<file path="config.mk">
export PLATFORM = sky130hd
export DESIGN_NAME = i2c_arbiter
export DESIGN_NICKNAME = d
export VERILOG_FILES = /design/src/rtl/i2c_arbiter.sv
export SDC_FILE = /design/constraint.sdc
export NUM_CORES = 1
export LEC_CHECK = 0
export BUFFER_PORTS_ARGS = -buffer_cell sky130_fd_sc_hd__buf_2
export CORE_MARGIN = 2
export CORE_UTILIZATION = 49
export CTS_CLUSTER_DIAMETER = 60
export DETAILED_ROUTE_END_ITERATION = 8
export GPL_TIMING_DRIVEN = 0
export PLACE_DENSITY = 0.81
export RECOVER_POWER = 50
export SYNTH_ARGS = -nofsm -noshare
export SYNTH_HDL_FRONTEND = slang
export SYNTH_SLANG_ARGS = --single-unit
</file>
<file path="constraint.sdc">
create_clock -name clk_i -period 2.5 [get_ports clk_i]
set_clock_uncertainty 0.1 [all_clocks]
set_input_delay 0.5 -clock clk_i [delete_from_list [all_inputs] [get_ports clk_i]]
set_output_delay 0.5 -clock clk_i [all_outputs]
set_load 0.02 [all_outputs]
</file>
<file path="src/rtl/i2c_arbiter.sv">
// Round-robin arbiter sharing one I2C master engine between n_req_g requesters.
// Grants one requester, latches its payload, launches the engine and returns the response.
module i2c_arbiter #(
    parameter int n_req_g   = 4,
    parameter int nbytes_g  = 3,
    parameter int timeout_g = 100000
) (
    input  logic                                clk_i,
    input  logic                                rst_n_i,
    input  logic [n_req_g-1:0]                  req_i,
    input  logic [n_req_g*$clog2(nbytes_g)-1:0] nbytes_i,
    input  logic [n_req_g*nbytes_g*8-1:0]       data_i,
    output logic [n_req_g-1:0]                  ack_o,
    output logic [n_req_g-1:0]                  rsp_valid_o,
    output logic [nbytes_g*8-1:0]               rsp_data_o,
    output logic                                rsp_err_o,
    output logic                                busy_o,
    output logic [$clog2(n_req_g)-1:0]          grant_o,
    output logic                                i2c_send_o,
    output logic [$clog2(nbytes_g)-1:0]         i2c_nbytes_o,
    output logic [nbytes_g*8-1:0]               i2c_data_o,
    input  logic [nbytes_g*8-1:0]               i2c_data_i,
    input  logic                                i2c_done_i,
    input  logic                                i2c_ready_i
);

    localparam int nbw = $clog2(nbytes_g);
    localparam int gw  = $clog2(n_req_g);
    localparam int dw  = nbytes_g * 8;
    localparam int cw  = (timeout_g > 0) ? $clog2(timeout_g + 1) : 1;

    localparam logic [n_req_g-1:0] one_lsb   = n_req_g'(1);
    localparam logic [cw-1:0]      timeout_c = cw'(timeout_g);

    typedef enum logic [1:0] {
        st_idle,
        st_launch,
        st_wait,
        st_recover
    } state_t;

    state_t        state;
    logic [gw-1:0] rr_ptr;
    logic [gw-1:0] winner;
    logic          found;
    logic [cw-1:0] wd_cnt;
    logic [cw-1:0] wd_next;
    logic          wd_expired;

    // Index of requester (base + off) modulo n_req_g.
    function automatic logic [gw-1:0] rr_index(input logic [gw-1:0] base, input int off);
        int sum;
        sum = (int'(base) + off) % n_req_g;
        return gw'(sum);
    endfunction

    always_comb begin
        // NOTE: every signal written here gets a default first, so no latch is inferred.
        winner = rr_ptr;
        found  = 1'b0;
        for (int i = 0; i < n_req_g; i++) begin
            if (!found && req_i[rr_index(rr_ptr, i)]) begin
                winner = rr_index(rr_ptr, i);
                found  = 1'b1;
            end
        end
    end

    assign wd_next    = wd_cnt + 1'b1;
    assign wd_expired = (timeout_g > 0) && (wd_next == timeout_c);
    assign busy_o     = (state != st_idle);

    always_ff @(posedge clk_i or negedge rst_n_i) begin
        if (!rst_n_i) begin
            state        <= st_idle;
            rr_ptr       <= '0;
            grant_o      <= '0;
            wd_cnt       <= '0;
            ack_o        <= '0;
            rsp_valid_o  <= '0;
            rsp_data_o   <= '0;
            rsp_err_o    <= 1'b0;
            i2c_send_o   <= 1'b0;
            i2c_nbytes_o <= '0;
            i2c_data_o   <= '0;
        end else begin
            // NOTE: non-blocking assignments throughout, so every register sees pre-edge values.
            ack_o       <= '0;
            i2c_send_o  <= 1'b0;
            rsp_valid_o <= '0;

            case (state)
                st_idle: begin
                    if (found && i2c_ready_i) begin
                        grant_o      <= winner;
                        i2c_nbytes_o <= nbytes_i[int'(winner)*nbw +: nbw];
                        i2c_data_o   <= data_i[int'(winner)*dw +: dw];
                        rr_ptr       <= rr_index(winner, 1);
                        wd_cnt       <= '0;
                        ack_o        <= one_lsb << winner;
                        i2c_send_o   <= 1'b1;
                        state        <= st_launch;
                    end
                end

                st_launch: state <= st_wait;

                st_wait: begin
                    wd_cnt <= wd_next;
                    // Completion takes priority over a watchdog expiry in the same cycle.
                    if (i2c_done_i) begin
                        rsp_data_o  <= i2c_data_i;
                        rsp_err_o   <= 1'b0;
                        rsp_valid_o <= one_lsb << grant_o;
                        state       <= st_recover;
                    end else if (wd_expired) begin
                        rsp_data_o  <= '0;
                        rsp_err_o   <= 1'b1;
                        rsp_valid_o <= one_lsb << grant_o;
                        state       <= st_recover;
                    end
                end

                st_recover: begin
                    if (i2c_ready_i) state <= st_idle;
                end

                default: state <= st_idle;
            endcase
        end
    end

endmodule

</file>
==> results of run 1 <==
state kept, by name (all words and copies together) (netlist names), 2 cells and up:
name	cells
i2c_nbytes_o	2
i2c_data_o	24
state	2
rsp_valid_o	4
grant_o	2
rr_ptr	2
ack_o	4
wd_cnt	17
rsp_data_o	24
what timing repair did:
action                                  in CTS  in global routing
endpoints found under the setup margin      57                 49
cloned                                       0                  0
gates resized for setup                      7                 18
buffers inserted                             2                  7
pin swaps                                    1                  3
through the flow:
stage	util	cell area (um^2)	std cells	setup slack, ps	hold WS, ps
finish	0.654	6370	843	82.7	150
global route	0.654	6370	843	-84.4	223
CTS	0.648	6300	836	12.1	8.17
detailed placement	0.625	6080	818	-328	390
global placement	0.622	6050	817	-230	388
floorplan	-	4890	486	210	104
critical path, cell delays in order, from the launching register on:
cell     delay (ps)
dfrtp_2         430
ha_4            190
nand4_1         220
buf_4           230
nor3_2          240
nor3_1          120
a31oi_2         270
nor3_4          100
buf_4           150
o31a_1          270
kinds of logic (layout without fill, tap and decap cells):
family | count (synthesis) | after routing | synth area share
buffers and inverters | 42 | 266 | 0.0361
and+or+nand+nor | 133 | 133 | 0.154
DFF | 83 | 83 | 0.424
AOI/OAI and AO/OA | 105 | 105 | 0.124
xor gates and xnor gates | 7 | 7 | 0.0125
muxes | 107 | 107 | 0.226
adders and majority gates | 9 | 9 | 0.0230
placed cells by master, fill, tap and decap left out, types with 7 or more instances in the layout:
cell / count
nand2_1: 25
dfrtp_1: 82
buf_2: 178
nand3_1: 8
nor2_1: 15
mux2i_1: 79
inv_1: 8
o21ai_1: 24
nand2b_1: 25
mux2_2: 28
ha_1: 8
a21oi_1: 30
o21ai_0: 24
clkbuf_8: 11
nor2b_1: 29
o31ai_1: 7
buf_4: 11
clkbuf_1: 44
cell type report:
class | count | area, um^2
clock buffers | 12 | 155
well taps | 133 | 166
flip-flops and latches | 83 | 2080
repair buffers | 208 | 1030
plain buffers | 34 | 163
fillers | 795 | 3360
inverters | 8 | 30.0
multi-input cells | 361 | 2710
clock inverters | 4 | 32.5
worst max-delay path by stage:
stage | start | endpoint
6_report | wd_cnt[0] | state[0]
4_1_cts | wd_cnt[0] | rsp_valid_o[2]
3_5_place_dp | req_i[3] | i2c_data_o[22]
3_3_place_gp | req_i[3] | i2c_nbytes_o[0]
2_1_floorplan | wd_cnt[0] | state[1]
5_1_grt | wd_cnt[0] | state[0]
per-layer routing:
metal	track usage	vias up	wire length, um
li1	-	2161	-
met1	0.310	2093	5730
met2	0.399	186	6310
met3	0.0376	35	623
met4	0.0965	0	375
met5	0	-	0
power groups by stage:
stage	sequential, uW	combinational, uW	clock (uW)
global placement	2100	3380	0
floorplan	2610	1950	0
detailed placement	2140	3500	0
CTS	2120	3530	935
finish	2130	3500	925
global route	2190	3810	997
==> summary.md, run 1 <==
| Metric | Value |
|---|---|
| Status | finished, final reports clean |
| DR vias/cell | 5.31 |
| FF-to-FF End | state[0] |
| Achievable frequency | 0.414 GHz |
| Static Leakage | 0.00307 uW |
| Slew of the pin with the lowest slew margin | between 1000 and 1500 ps |
| I/O Pins | 199 |
| Total chip power | ~6500 uW |
| Initial core utilization | 0.503 |
| Endpoint type of the worst setup path | flop |
| Slew Viols, Final | 0 |
| DR vias | 4475 |
| Hold Crit Class | input pin to async pin |
| TritonCTS buffer count | 9 |
| # diodes | 0 |
| Critical Path RT | ~2600 ps |
| Post-CTS Hold Buffers | 0 |
| Sw Ratio | 0.436 |
| Cell variety after synth | 48 |
| P_sw | 2860 uW |
| Sink Count | 83 |
| Gr ovfl total | 0 |
| Final setup vio count | 0 |
| Die Span Y | ~100 um |
| Global placement routability congestion | 0.927 |
| Drt drc | 0 |
| Yosys reg bits | between 80 and 90 |
| Crit path DAT | 2560 ps |
| Avg Cell Area, Syn | 10.1 um^2 |
| Final period util | 0.967 |
| P_int | roughly 3700 uW |
| Post-synth EDFFs | 0 |
| Clock Pin Slew Worst Setup and Hold Paths | 90 ps |
| Crit Path Class | flop to flop |
| Root buffer cell | clkbuf_8 |
| I/O Buffers | just under 200 |
| CP max FO | 7 |
| Hpwl dp | 9.79 mm |
| Area of the die | 10800 um^2 |
| CP Launch Type | flop |
| WL per Instance | about 15 um |
| Share of the yosys chip area belonging to registers | 0.424 |
| R2R setup slack | 80 ps |
| Core region area | 9730 um^2 |
| Initial antenna violation count | 0 |
| Final WL | 13.0 mm |
| Syn. warnings | 0 |
| Post-synth top area share | 0.424 |
| Gr usage total | 0.238 |
| Die X | 104 um |
| MaxCap Viol Count | 0 |
| Ratio of cells with drive above 1 in the final layout | 0.359 |
| Netlist Area Pre-Place | 4890 um^2 |
| Rows | 36 |
| FFs w/ async S/R, synth | 1.00 |
| Setup_tns | 0 ps |
| Pre-Repair DR Iteration Count | 5 |
| Min Tclk post-route | 2420 ps |
| Initial DRC Count | ~320 |
| Top FF cell, synth | dfrtp_1 |
| Worst rel slew slack | 0.214 |
| Vias in the first global route | 4453 |
| H-Tree Depth | 3 |
| CTS tree | built |
| Area grow syn2layout | 30.1% |
| Part of the power in registers | 0.325 |
| Most common cell in the netlist | dfrtp_1 |
| Post-synth top area cell | dfrtp_1 |
| Final #Nets | 850 |
| Commonest cells post-synth | dfrtp_1, mux2i_1, a21oi_1 |
| First-pass GRT wire length | approximately 21 mm |
| Clock latency on the worst-skew pair | 350 ps |
| Synth area leaders | dfrtp_1, mux2i_1, mux2_2 |
| Syn Inst Count | 486 |
| Cells on worst reg2reg path | 9 |
| Reg2reg start | wd_cnt[0] |
| Synthesized net count | 631 |
| Final hold vios | 0 |
| Max VDD drop | 614 uV |
| Pwr/cell area | just over 1000 nW/um^2 |
| Largest net degree at the start of global routing | 48 |
| DRT antenna net count | 0 |
| Comb pwr share | 0.534 |
| Clock Power Share | 0.141 |
| Maximum buffer depth of the clock tree | 2 |
No activity file was read; power rests on OpenSTA's default activity.
==> run 2, diff against run 1 <==
--- a/config.mk
+++ b/config.mk
@@ -11,8 +11,8 @@
 export CTS_CLUSTER_DIAMETER = 60
 export DETAILED_ROUTE_END_ITERATION = 8
 export GPL_TIMING_DRIVEN = 0
-export PLACE_DENSITY = 0.81
-export RECOVER_POWER = 50
+export PLACE_DENSITY = 0.92
+export RECOVER_POWER = 100
 export SYNTH_ARGS = -nofsm -noshare
 export SYNTH_HDL_FRONTEND = slang
 export SYNTH_SLANG_ARGS = --single-unit
==> constraint.sdc (replaced) <==
create_clock -name clk_i -period 2.7 [get_ports clk_i]
set_clock_uncertainty 0.1 [all_clocks]
set_input_delay 0.54 -clock clk_i [delete_from_list [all_inputs] [get_ports clk_i]]
set_output_delay 0.54 -clock clk_i [all_outputs]
set_load 0.02 [all_outputs]
==> summary.md, run 2 (same netlist as run 1, synthesis figures left out) <==
| Metric | Value |
|---|---|
| Status | finished, final reports clean |
| Final WL | between 10 and 15 mm |
| Crit path DAT | 2780 ps |
| Total chip power | 6190 uW |
| CP max FO | 10 |
| Final hold vios | 0 |
| FF-to-FF End | rsp_data_o[6] |
| First-pass GRT wire length | ~22 mm |
| Final WS setup | between 90 and 100 ps |
| Largest registers | i2c_data_o x24, rsp_data_o x24, wd_cnt x17 |
| Largest net degree at the start of global routing | 74 |
| Drt drc | 0 |
| MaxCap Viol Count | 0 |
| Max VDD drop | 577 uV |
| Maximum buffer depth of the clock tree | 2 |
| Placed inst area | slightly above 6000 um^2 |
| Vias in the first global route | 4600 |
| Commonest non-fill, non-tap cells in the layout | buf_2, dfrtp_1, clkbuf_1, mux2i_1, a21oi_1 |
| DR vias | 4575 |
| Pre-CTS WS | -196 ps |
| DRT antenna net count | 0 |
| CTS tree | built |
| Slew Viols, Final | 0 |
| Hold slack final | 282 ps |
| Gr usage total | 0.252 |
| Static Leakage | just under 0.003 uW |
| Hold Crit Class | input pin to flop |
| # diodes | 0 |
| Sink Count | 83 |
| Crit Path Class | input pin to flop |
| I/O Buffers | ~200 |
| Global placement routability congestion | 1.00 |
| Layout Utilization | 0.642 |
| Leading cell type in the layout, fill and taps excluded | buf_2 |
| Final period util | 0.965 |
| TritonCTS buffer count | 9 |
| Die X | 104 um |
| Clock latency on the worst-skew pair | 380 ps |
| Hpwl dp | 10.3 mm |
| Final setup vio count | 0 |
| DR vias/cell | between 5 and 6 |
| Root buffer cell | clkbuf_8 |
| Die Span Y | 104 um |
| Critical Path RT | 2870 ps |
| Clock Pin Slew Worst Setup and Hold Paths | around 90 ps |
| Endpoint type of the worst setup path | flop |
| Achievable frequency | 0.384 GHz |
| Reg2reg start | wd_cnt[0] |
| Area grow syn2layout | 27.6% |
| Finished Cell Area | 6240 um^2 |
| Ratio of cells with drive above 1 in the final layout | 0.292 |
| Slew of the pin with the lowest slew margin | between 900 and 1000 ps |
| Core region area | roughly 10000 um^2 |
| WL per Instance | 16.2 um |
| Cells on worst reg2reg path | 8 |
| H-Tree Depth | 3 |
| R2R setup slack | 130 ps |
| Area of the die | 10800 um^2 |
| CP Launch Type | input pin |
| Crit path launch | req_i[2] |
| Rows | 36 |
| Unrepaired setup endpoints after global routing | true |
| Gr ovfl total | 0 |
| Initial antenna violation count | 0 |
| Pwr/cell area | 992 nW/um^2 |
| CP endpoint | wd_cnt[12] |
| Pre-Repair DR Iteration Count | 5 |
| Initial DRC Count | 266 |
| Initial core utilization | 0.503 |
| Worst rel slew slack | 0.340 |
| Min Tclk post-route | 2610 ps |
| I/O Pins | a little under 200 |
| Final #Nets | roughly 840 |
==> run 2: final cells by class <==
cell class,count,area (um^2)
Buffer,34,153
Clock buffer,9,124
Clock inverter,7,103
Fill cell,817,3490
Inverter,8,30.0
Multi-Input combinational cell,361,2650
Sequential cell,83,2080
Tap cell,133,166
Timing Repair Buffer,201,936
==> run 2: worst min-delay path by stage <==
stage,cells past startpoint,start,to,slack [ps]
finish,3,i2c_data_i[10],rsp_data_o[10],280
global route,3,i2c_data_i[1],rsp_data_o[1],270
CTS,3,i2c_data_i[10],rsp_data_o[10],270
detailed placement,1,rst_n_i,i2c_data_o[18],290
global placement,1,i2c_data_o[1],i2c_data_o[1],390
floorplan,0,rst_n_i,ack_o[0],140
==> run 2: repair_timing <==
action,CTS,global route
endpoints found under the setup margin,15,57
buffers inserted,1,0
pin swaps,1,0
gates resized for setup,2,8
hold buffers,1,0
endpoints found under the hold margin,10,0
cloned,0,0
==> run 2: power breakdown <==
part / switching (uW) / internal (uW)
sequential: 298 / 1680
combinational: 1910 / 1260
clock: 503 / 534
==> run 2: critical path, cell delays in order <==
cell	delay (ps)
buf_2	130
o41ai_1	690
nor2_1	130
a21oi_1	600
clkbuf_1	420
o21ai_0	150
o21ai_0	110
==> run 2: layer usage <==
metal  share of wire  global-route usage  up-vias  wire (um)
li1                -                   -     2158          -
met5               0                   0        -          0
met3           0.059              0.0564       37        793
met1            0.42               0.309     2193       5720
met2            0.49               0.434      187       6660
met4           0.026              0.0956        0        358
==> run 2: per-stage QoR <==
step           TNS [ps]  std cells
6_report              0        836
5_1_grt           -81.2        836
4_1_cts               0        836
3_5_place_dp      -4390        818
3_3_place_gp      -1800        817
2_1_floorplan         0        486
